$ cat config.mk
export PLATFORM = sky130hd
export DESIGN_NAME = s_64spi_flat
export DESIGN_NICKNAME = d
export VERILOG_FILES = /design/src/rtl/s_64spi_if.sv /design/src/rtl/s_64spi.sv /design/src/flat_wrapper.sv
export SDC_FILE = /design/constraint.sdc
export NUM_CORES = 1
export LEC_CHECK = 0
export CORE_MARGIN = 2
export CORE_UTILIZATION = 30
export CTS_BUF_LIST = sky130_fd_sc_hd__clkbuf_8
export CTS_CLUSTER_SIZE = 24
export DETAILED_ROUTE_END_ITERATION = 8
export GPL_TIMING_DRIVEN = 0
export PLACE_DENSITY = 0.61
export RECOVER_POWER = 50
export SYNTH_ARGS = -nofsm -noshare
export SYNTH_HDL_FRONTEND = slang
export SYNTH_SLANG_ARGS = --single-unit
export TNS_END_PERCENT = 5
$ cat constraint.sdc
create_clock -name clk -period 3.69 [get_ports clk]
set_input_delay 1.107 -clock clk [delete_from_list [all_inputs] [get_ports clk]]
set_output_delay 1.107 -clock clk [all_outputs]
set_load 0.02 [all_outputs]
$ cat src/rtl/s_64spi_if.sv
// s_64spi_if: SPI pins plus the 64-bit word side of the s_64spi slave.
// The master modport is the SPI master / host view; the slave modport is the endpoint.
interface s_64spi_if #(
   parameter int DATA_WIDTH = 32
);
   logic                      SCLK_SLAVE;
   logic                      SS_N_SLAVE;
   logic                      MOSI_SLAVE;
   logic                      MISO_SLAVE;
   logic [2*DATA_WIDTH-1:0]   tx_data;
   logic [2*DATA_WIDTH-1:0]   rx_data;
   logic                      rx_valid;
   logic                      busy;
   logic                      err;

   modport master (
      output SCLK_SLAVE, SS_N_SLAVE, MOSI_SLAVE, tx_data,
      input  MISO_SLAVE, rx_data, rx_valid, busy, err
   );

   modport slave (
      input  SCLK_SLAVE, SS_N_SLAVE, MOSI_SLAVE, tx_data,
      output MISO_SLAVE, rx_data, rx_valid, busy, err
   );
endinterface

$ cat src/rtl/s_64spi.sv
// s_64spi: mode-0 SPI slave moving one 64-bit word as two 32-bit frames, low word first.
// Optional gap timeout enabled by defining SPI_SLAVE_TIMEOUT_EN.
module s_64spi #(
   parameter int DATA_WIDTH     = 32,
   parameter int SYNC_STAGES    = 2,
   parameter int TIMEOUT_CYCLES = 4096
) (
   input  logic        clk,
   input  logic        resetn,
   s_64spi_if.slave    bus
);

   localparam int W  = DATA_WIDTH;
   localparam int CW = $clog2(DATA_WIDTH + 2);
   localparam int IW = $clog2(DATA_WIDTH);
   localparam logic [CW-1:0] CNT_FULL = CW'(DATA_WIDTH);
   localparam logic [CW-1:0] CNT_SAT  = CW'(DATA_WIDTH + 1);
   localparam logic [CW-1:0] CNT_TOP  = CW'(DATA_WIDTH - 1);

   typedef enum logic [2:0] {
      IDLE,
      FRAME0,
      GAP,
      FRAME1,
      DONE
   } state_t;

   state_t              state;
   logic [SYNC_STAGES-1:0] sclk_sync;
   logic [SYNC_STAGES-1:0] ss_sync;
   logic [SYNC_STAGES-1:0] mosi_sync;
   logic                sclk_prev;
   logic                ss_prev;
   logic [CW-1:0]       cnt;
   logic [W-1:0]        rx_sh;
   logic [W-1:0]        lo_word;
   logic [2*W-1:0]      shadow;
   logic [2*W-1:0]      rx_q;
   logic                miso_q;
   logic                rx_valid_q;
   logic                busy_q;
   logic                err_q;

   logic                sclk_s;
   logic                ss_s;
   logic                mosi_s;
   logic                sclk_rise;
   logic                sclk_fall;
   logic                ss_rise;
   logic                ss_fall;
   logic [CW-1:0]       cnt_nx;
   logic [W-1:0]        rx_nx;
   logic [W-1:0]        half;
   logic [CW-1:0]       idx;
   logic                bit_nx;

`ifdef SPI_SLAVE_TIMEOUT_EN
   localparam int TW = $clog2(TIMEOUT_CYCLES + 1);
   logic [TW-1:0]       tcnt;
`endif

   assign sclk_s = sclk_sync[SYNC_STAGES-1];
   assign ss_s   = ss_sync[SYNC_STAGES-1];
   assign mosi_s = mosi_sync[SYNC_STAGES-1];

   assign sclk_rise = sclk_s & ~sclk_prev;
   assign sclk_fall = ~sclk_s & sclk_prev;
   assign ss_rise   = ss_s & ~ss_prev;
   assign ss_fall   = ~ss_s & ss_prev;

   // SS_N synchroniser idles high so reset release never looks like a frame start
   always_ff @(posedge clk or negedge resetn) begin
      if (!resetn) begin
         sclk_sync <= '0;
         ss_sync   <= '1;
         mosi_sync <= '0;
         sclk_prev <= 1'b0;
         ss_prev   <= 1'b1;
      end else begin
         sclk_sync <= {sclk_sync[SYNC_STAGES-2:0], bus.SCLK_SLAVE};
         ss_sync   <= {ss_sync[SYNC_STAGES-2:0], bus.SS_N_SLAVE};
         mosi_sync <= {mosi_sync[SYNC_STAGES-2:0], bus.MOSI_SLAVE};
         sclk_prev <= sclk_s;
         ss_prev   <= ss_s;
      end
   end

   // Rising-edge effects are folded in first so a coincident SS_N rise sees them
   always_comb begin
      cnt_nx = cnt;
      rx_nx  = rx_sh;
      if (sclk_rise) begin
         rx_nx = {rx_sh[W-2:0], mosi_s};
         if (cnt != CNT_SAT) begin
            cnt_nx = cnt + 1'b1;
         end
      end
   end

   always_comb begin
      half   = (state == FRAME1) ? shadow[2*W-1:W] : shadow[W-1:0];
      idx    = CNT_TOP - cnt;
      bit_nx = 1'b0;
      if (cnt < CNT_FULL) begin
         bit_nx = half[idx[IW-1:0]];
      end
   end

   always_ff @(posedge clk or negedge resetn) begin
      if (!resetn) begin
         state      <= IDLE;
         cnt        <= '0;
         rx_sh      <= '0;
         lo_word    <= '0;
         shadow     <= '0;
         rx_q       <= '0;
         miso_q     <= 1'b0;
         rx_valid_q <= 1'b0;
         busy_q     <= 1'b0;
         err_q      <= 1'b0;
`ifdef SPI_SLAVE_TIMEOUT_EN
         tcnt       <= '0;
`endif
      end else begin
         rx_valid_q <= 1'b0;
         err_q      <= 1'b0;
         case (state)
            IDLE: begin
               miso_q <= 1'b0;
               busy_q <= 1'b0;
               if (ss_fall) begin
                  shadow <= bus.tx_data;
                  miso_q <= bus.tx_data[W-1];
                  busy_q <= 1'b1;
                  cnt    <= '0;
                  rx_sh  <= '0;
                  state  <= FRAME0;
               end
            end
            FRAME0, FRAME1: begin
               cnt   <= cnt_nx;
               rx_sh <= rx_nx;
               if (sclk_fall) begin
                  miso_q <= bit_nx;
               end
               if (ss_rise) begin
                  miso_q <= 1'b0;
                  if (cnt_nx == CNT_FULL) begin
                     if (state == FRAME0) begin
                        lo_word <= rx_nx;
                        state   <= GAP;
`ifdef SPI_SLAVE_TIMEOUT_EN
                        tcnt    <= '0;
`endif
                     end else begin
                        state <= DONE;
                     end
                  end else begin
                     err_q  <= 1'b1;
                     busy_q <= 1'b0;
                     state  <= IDLE;
                  end
               end
            end
            GAP: begin
               miso_q <= 1'b0;
`ifdef SPI_SLAVE_TIMEOUT_EN
               tcnt <= tcnt + 1'b1;
`endif
               if (ss_fall) begin
                  miso_q <= shadow[2*W-1];
                  cnt    <= '0;
                  rx_sh  <= '0;
                  state  <= FRAME1;
               end
`ifdef SPI_SLAVE_TIMEOUT_EN
               else if (tcnt == TW'(TIMEOUT_CYCLES - 1)) begin
                  err_q  <= 1'b1;
                  busy_q <= 1'b0;
                  state  <= IDLE;
               end
`endif
            end
            DONE: begin
               rx_q       <= {rx_sh, lo_word};
               rx_valid_q <= 1'b1;
               busy_q     <= 1'b0;
               miso_q     <= 1'b0;
               state      <= IDLE;
            end
            default: begin
               state <= IDLE;
            end
         endcase
      end
   end

   assign bus.MISO_SLAVE = miso_q;
   assign bus.rx_data    = rx_q;
   assign bus.rx_valid   = rx_valid_q;
   assign bus.busy       = busy_q;
   assign bus.err        = err_q;

endmodule

$ cat src/flat_wrapper.sv
// flat-port wrapper written by rule: the top's interface ports become plain ports
module s_64spi_flat 
#(
   parameter int DATA_WIDTH     = 32,
   parameter int SYNC_STAGES    = 2,
   parameter int TIMEOUT_CYCLES = 4096
)
  (clk, resetn, bus_SCLK_SLAVE, bus_SS_N_SLAVE, bus_MOSI_SLAVE, bus_tx_data, bus_MISO_SLAVE, bus_rx_data, bus_rx_valid, bus_busy, bus_err);
  s_64spi_if #(.DATA_WIDTH(DATA_WIDTH)) bus_i ();
  input  logic clk;
  input  logic resetn;
  input wire logic [$bits(bus_i.SCLK_SLAVE)-1:0] bus_SCLK_SLAVE;
  input wire logic [$bits(bus_i.SS_N_SLAVE)-1:0] bus_SS_N_SLAVE;
  input wire logic [$bits(bus_i.MOSI_SLAVE)-1:0] bus_MOSI_SLAVE;
  input wire logic [$bits(bus_i.tx_data)-1:0] bus_tx_data;
  output wire logic [$bits(bus_i.MISO_SLAVE)-1:0] bus_MISO_SLAVE;
  output wire logic [$bits(bus_i.rx_data)-1:0] bus_rx_data;
  output wire logic [$bits(bus_i.rx_valid)-1:0] bus_rx_valid;
  output wire logic [$bits(bus_i.busy)-1:0] bus_busy;
  output wire logic [$bits(bus_i.err)-1:0] bus_err;
  assign bus_i.SCLK_SLAVE = bus_SCLK_SLAVE;
  assign bus_i.SS_N_SLAVE = bus_SS_N_SLAVE;
  assign bus_i.MOSI_SLAVE = bus_MOSI_SLAVE;
  assign bus_i.tx_data = bus_tx_data;
  assign bus_MISO_SLAVE = bus_i.MISO_SLAVE;
  assign bus_rx_data = bus_i.rx_data;
  assign bus_rx_valid = bus_i.rx_valid;
  assign bus_busy = bus_i.busy;
  assign bus_err = bus_i.err;
  s_64spi #(.DATA_WIDTH(DATA_WIDTH), .SYNC_STAGES(SYNC_STAGES), .TIMEOUT_CYCLES(TIMEOUT_CYCLES)) u_core (.clk(clk), .resetn(resetn), .bus(bus_i));
endmodule
### Yosys cells after proc, flatten, opt, wreduce, memory -nomap -nowiden

Index checks and enable logic that the tools add are counted.
Widths: inputs -> output; s select.

* register bits: 213
* output and inout port bits: 68
* logic and storage cells: 81

* $add $sub $neg: 2
* $lt $le $gt $ge: 2
* equal/unequal tests: 12
* mux-type cells: 30
* bitwise logic cells: 8
* reduce and logical (&&, ||, !) cells: 12

Operators by type and width (count)
* $mux 32: 3
* $pmux 32 s2: 1
* $mux 6: 3
* $mux 3: 5
* $mux 1: 13
* $pmux 6 s2: 1
* $pmux 3 s3: 1
* $ne 2x1->1 const B: 4
* $add 6x1->6 const B: 1
* $eq 3x2->1 const B: 2
* $eq 6x6->1 const B: 1
* $lt 5x6->1 const B: 1
* $lt 6x6->1 const B: 1
* $ne 6x6->1 const B: 1
* $reduce_and 2->1: 3
* $reduce_and 3->1: 2
* $bmux 1 s5: 1
* $sub 5x5->5 const A: 1
* $and 1x1->1: 4
* $not 1->1: 4
* $pmux 1 s4: 1
* $reduce_and 4->1: 1
* $reduce_bool 4->1: 1
* $reduce_or 2->1: 2
* 8 further kinds: 8

### Logic depth before layout (Yosys ltp)

* word-level depth: 8
* mapped depth: 12
* mapped depth without buffers: 8

### Worst setup path after synthesis

Ideal clock, no wire load.

* kind: register to register
* start point: register u_core.cnt[1]
* end point: register u_core.lo_word[24]
* setup time: 0.127 ns
* data arrival time: 1.904 ns
* data required time: 3.563 ns
* slack: 1.659 ns
* stages on the path, launching flop included: 12
* buffers on the path: 4
* cells stage by stage: dfrtp_1 -> buf_2 -> buf_4 -> inv_1 -> ha_1 -> a31oi_1 -> nor4b_1 -> o211ai_1 -> buf_4 -> buf_2 -> nand2_1 -> o21ai_0

* cells in the longest elaborated chain, start to end: 5
* elaborated cells on any way between the ends: 6
* classes of those cells: 1 x add/sub; 2 x eq/ne; 2 x mux; 1 x reduce/logical

Ends and longest elaborated chain
* start: declaration: line s_64spi.sv:34 `logic [CW-1:0] cnt;`
* start signal: assignment: line s_64spi.sv:141 `cnt <= cnt_nx;`
* $add 6x1->6 / $ne 6x6->1 (equally long branches): line s_64spi.sv:95, s_64spi.sv:94
* $mux 6: line s_64spi.sv:94 `if (cnt != CNT_SAT) begin`
* $mux 6 (*): line s_64spi.sv:92 `if (sclk_rise) begin`
* $eq 6x6->1 (*): line s_64spi.sv:148 `if (cnt_nx == CNT_FULL) begin`
* $reduce_and 4->1 (no line) (*)
* end signal: assignment: line s_64spi.sv:150 `lo_word <= rx_nx;`
* end: declaration: line s_64spi.sv:36 `logic [W-1:0] lo_word;`

Mark *: on every way between the ends. The rest lies on a longest branch, timed or not.
A chain may end at the register's enable or synchronous reset.

### Worst setup path in the final report

* start point: register u_core.cnt[1]
* end point: register u_core.lo_word[28]

Same word-level chain as after synthesis.

==> results.md <==
* Most area-consuming cells after synthesis: sky130_fd_sc_hd__dfrtp_1 59%, sky130_fd_sc_hd__mux2_2 17%, sky130_fd_sc_hd__mux2i_1 5.1%, sky130_fd_sc_hd__a22o_1 3.1%, sky130_fd_sc_hd__o21ai_0 2.5%
* Area delta synth->final at 29.2%
* Final Routed Wirelength at 20.5 mm
* Req. time, crit path at roughly 4100 ps
* Post-CTS Resized at 0
* Post-route clock period utilization at 0.741
* Die height at ~180 um
* Dpl hpwl at between 10 and 15 mm
* Startpoint of the lowest-slack register-to-register path: u_core.cnt[1]
* Worst setup timing slack at the placement stage at roughly 1100 ps
* Yosys cell types at 54
* I/O pin count at 137
* Standard cell area after detailed placement at 10900 um^2
* Seq/Total Area, Yosys at 0.596
* Starting DRC count in detailed routing at roughly 300
* CP endpoint kind: register
* Total via count after detailed routing at between 5000 and 6000
* Overall fraction of global-route tracks in use at 0.134
* Library cell occupying the most area in the post-synthesis netlist: sky130_fd_sc_hd__dfrtp_1
* CTS tree: done
* Post-synthesis cell area at between 8000 and 9000 um^2
* Layout fillers at 2871
* DRC Markers at 0
* Relative max-transition margin at -0.0847
* Proportion of synthesized flip-flops having asynchronous set or reset at 1.00
* Least setup slack across all paths after layout at 954 ps
* Post-route ant nets at 0
* TritonCTS Buffers at 39
* Antenna violations before repair at 1
* EDFF count, synth at 0
* Count of port buffers added during placement at approximately 140
* Starting utilization of the core area at 0.304
* Maximum net fanout on the critical path at 10
* Arr. time, crit path at 3170 ps
* Hold Path Sink: u_core.sclk_sync[1]
* Max-Cap Viols at 1
* Cell count of the worst hold path at 0
* Crit path launch type: register
* IR Drop Worst-Case VDD at 0.304 mV
* Finished layout cell area at 11600 um^2
* Routed vias/inst at between 4 and 5
* Cell Rows at 63
* Layout cells sized above 1 at 0.253
* Post-CTS Repair Setup Buffers at 0
* Pin count of the biggest net entering global routing at 87
* Worst min-delay path class: register to register
* Number of levels in the clock H-tree at 2
* Average wire per cell in the routed design at around 17 um
* Inst Count DP at between 1000 and 1500
* Final Setup Violations at 0
* Final-report hold violation count at 0
* Clock skew at roughly 34 ps
* Worst-Margin Slew at 1630 ps
* Remaining global-route overflow at 0
* Wire length of the first global-routing pass at between 30 and 40 mm
* Final cell count without fillers at roughly 1200
* Cells after Synth at around 650
* Status: finished with violations
* Fmax at about 370 MHz
* Unrepaired setup endpoints after global routing: false
* Antenna Cells at 0
* Total of warnings raised by yosys at 0
* Final min period at ~2700 ps
* Placeable core region at just under 30000 um^2
* Commonest cells after routing, fill and taps aside: 210 x sky130_fd_sc_hd__dfrtp_1, 132 x sky130_fd_sc_hd__mux2_2, 132 x sky130_fd_sc_hd__clkdlybuf4s50_1
* Clock sink total at ~210
* Flip-flop cell with the highest count after synthesis: sky130_fd_sc_hd__dfrtp_1
* Maximum buffer depth of the clock tree at 3
* Die footprint at around 31000 um^2
* Post-CTS Hold Fix Bufs at 0
* LEAKAGE at roughly 5.1 nW
* Clock insertion delay at the later pin of the skew report at 530 ps
* Clock transition time at the flip-flop clock pins of the worst setup and hold paths at ~50 ps
* Storage element area at 5330 um^2
* Total nets after synthesis at approximately 720
* Reg2reg setup slack at around 950 ps
* Die W at roughly 180 um
* Multi-input combinational cell area at between 3000 and 4000 um^2
* Worst Hold Launch: u_core.sclk_sync[0]
* Synth Area per Inst at between 10 and 15 um^2
* Via count of the first global-routing pass at just over 6000
* Final-report max-slew violation count at 63
* Detailed-routing iteration count for the pre-antenna-repair pass at 4
* Routability cong. at roughly 0.76
* Root Driver: sky130_fd_sc_hd__clkbuf_8
* Worst-case reg-to-reg path depth at 11
* Yosys top cell area share at 0.587
* Count of nets after finishing at 896
* Power density cells at approximately 460 nW/um^2
* Type of the worst setup path: register to register
* Failing checks: max-capacitance violations, max-slew violations
* Most frequent standard cell in the layout excluding fill and tap cells: sky130_fd_sc_hd__dfrtp_1
* Reg-to-reg endpoint: u_core.lo_word[28]
* FF+latch count, synth at ~210
==> synthesized netlist by cell type (3+ instances only) <==
library cell / count
sky130_fd_sc_hd__mux2i_1: 46
sky130_fd_sc_hd__nand3_1: 4
sky130_fd_sc_hd__nor2b_1: 4
sky130_fd_sc_hd__mux4_1: 8
sky130_fd_sc_hd__nand2_1: 51
sky130_fd_sc_hd__mux2_2: 132
sky130_fd_sc_hd__o2111ai_1: 3
sky130_fd_sc_hd__a22o_1: 32
sky130_fd_sc_hd__a21oi_1: 4
sky130_fd_sc_hd__nor3_1: 6
sky130_fd_sc_hd__buf_4: 7
sky130_fd_sc_hd__buf_1: 6
sky130_fd_sc_hd__dfrtp_1: 210
sky130_fd_sc_hd__nor2_1: 6
sky130_fd_sc_hd__o21ai_0: 45
sky130_fd_sc_hd__buf_2: 16
sky130_fd_sc_hd__inv_1: 3
sky130_fd_sc_hd__nand2b_1: 3
sky130_fd_sc_hd__and3_1: 4
sky130_fd_sc_hd__dfstp_2: 3
sky130_fd_sc_hd__clkbuf_1: 13
==> per-layer routing <==
metal	vias to the layer above	share of wire	global-route usage
met5	-	0.00063	0
met4	2	0.019	0.0417
met3	34	0.057	0.0329
met2	176	0.45	0.205
met1	2943	0.47	0.188
li1	2705	-	-
==> worst max-delay path by stage <==
stage                           startpoint                      to  depth (start not counted)
floorplan                    u_core.cnt[1]      u_core.lo_word[24]                         11
global placement                    resetn  u_core.bus.rx_data[56]                          1
detailed placement           u_core.cnt[1]      u_core.lo_word[28]                         11
CTS                 u_core.bus.rx_data[34]         bus_rx_data[34]                          1
global route                 u_core.cnt[1]      u_core.lo_word[28]                         11
finish                       u_core.cnt[1]      u_core.lo_word[28]                         11
==> power breakdown <==
part / total (mW) / leakage, nW / internal (mW) / switching [mW]
combinational: 0.588 / 1.92 / 0.320 / 0.268
clock: 2.11 / 0.410 / 1.18 / 0.926
sequential: 2.58 / 2.80 / 2.50 / 0.0797
total: 5.28 / 5.13 / 4.01 / 1.27
==> logic make-up after synthesis <==
kind of cell	Yosys count	synth area share
simple gates	93	0.0515
fa+ha+maj	2	0.00280
compound gates	101	0.0770
buf+inv	48	0.0271
xor+xnor	2	0.00196
flops	213	0.596
mux	187	0.244
==> area by class of cell <==
class,instances,share of cell area
multi-input combinational,385,0.292
buffer,45,0.0197
timing repair buffer,138,0.122
clock buffer,46,0.0548
clock inverter,13,0.00714
sequential,213,0.461
inverter,3,0.000974
tap,390,0.0422
==> per-stage QoR <==
stage | hold slack, ps | setup TNS, ps | total power, mW | util
floorplan | 331 | 0 | 2.96 | -
global placement | 338 | -1611100 | 3.21 | 0.366
detailed placement | 348 | 0 | 3.22 | 0.368
CTS | 360 | 0 | 5.38 | 0.393
global route | 364 | 0 | 5.54 | 0.392
finish | 362 | 0 | 5.28 | 0.392
==> state kept, by name, indices dropped and copies added, names as in the netlist <==
register               cells
u_core.ss_prev             1
u_core.shadow             64
u_core.ss_sync             2
u_core.bus.busy            1
u_core.state               3
u_core.bus.rx_valid        1
u_core.cnt                 6
u_core.sclk_sync           2
u_core.mosi_sync           2
u_core.sclk_prev           1
u_core.bus.MISO_SLAVE      1
u_core.bus.err             1
u_core.lo_word            32
u_core.bus.rx_data        64
u_core.rx_sh              32
==> worst max-delay path, cell delays in order (launching register included) <==
cell and delay [ps]:
sky130_fd_sc_hd__dfrtp_1 340, sky130_fd_sc_hd__clkbuf_1 360, sky130_fd_sc_hd__buf_4 270, sky130_fd_sc_hd__inv_1 120
sky130_fd_sc_hd__ha_1 220, sky130_fd_sc_hd__a31oi_1 250, sky130_fd_sc_hd__nor4b_1 120, sky130_fd_sc_hd__o211ai_1 320
sky130_fd_sc_hd__buf_4 240, sky130_fd_sc_hd__buf_2 270, sky130_fd_sc_hd__nand2_1 80, sky130_fd_sc_hd__o21ai_0 80
Power figures use the tool's default switching activity.
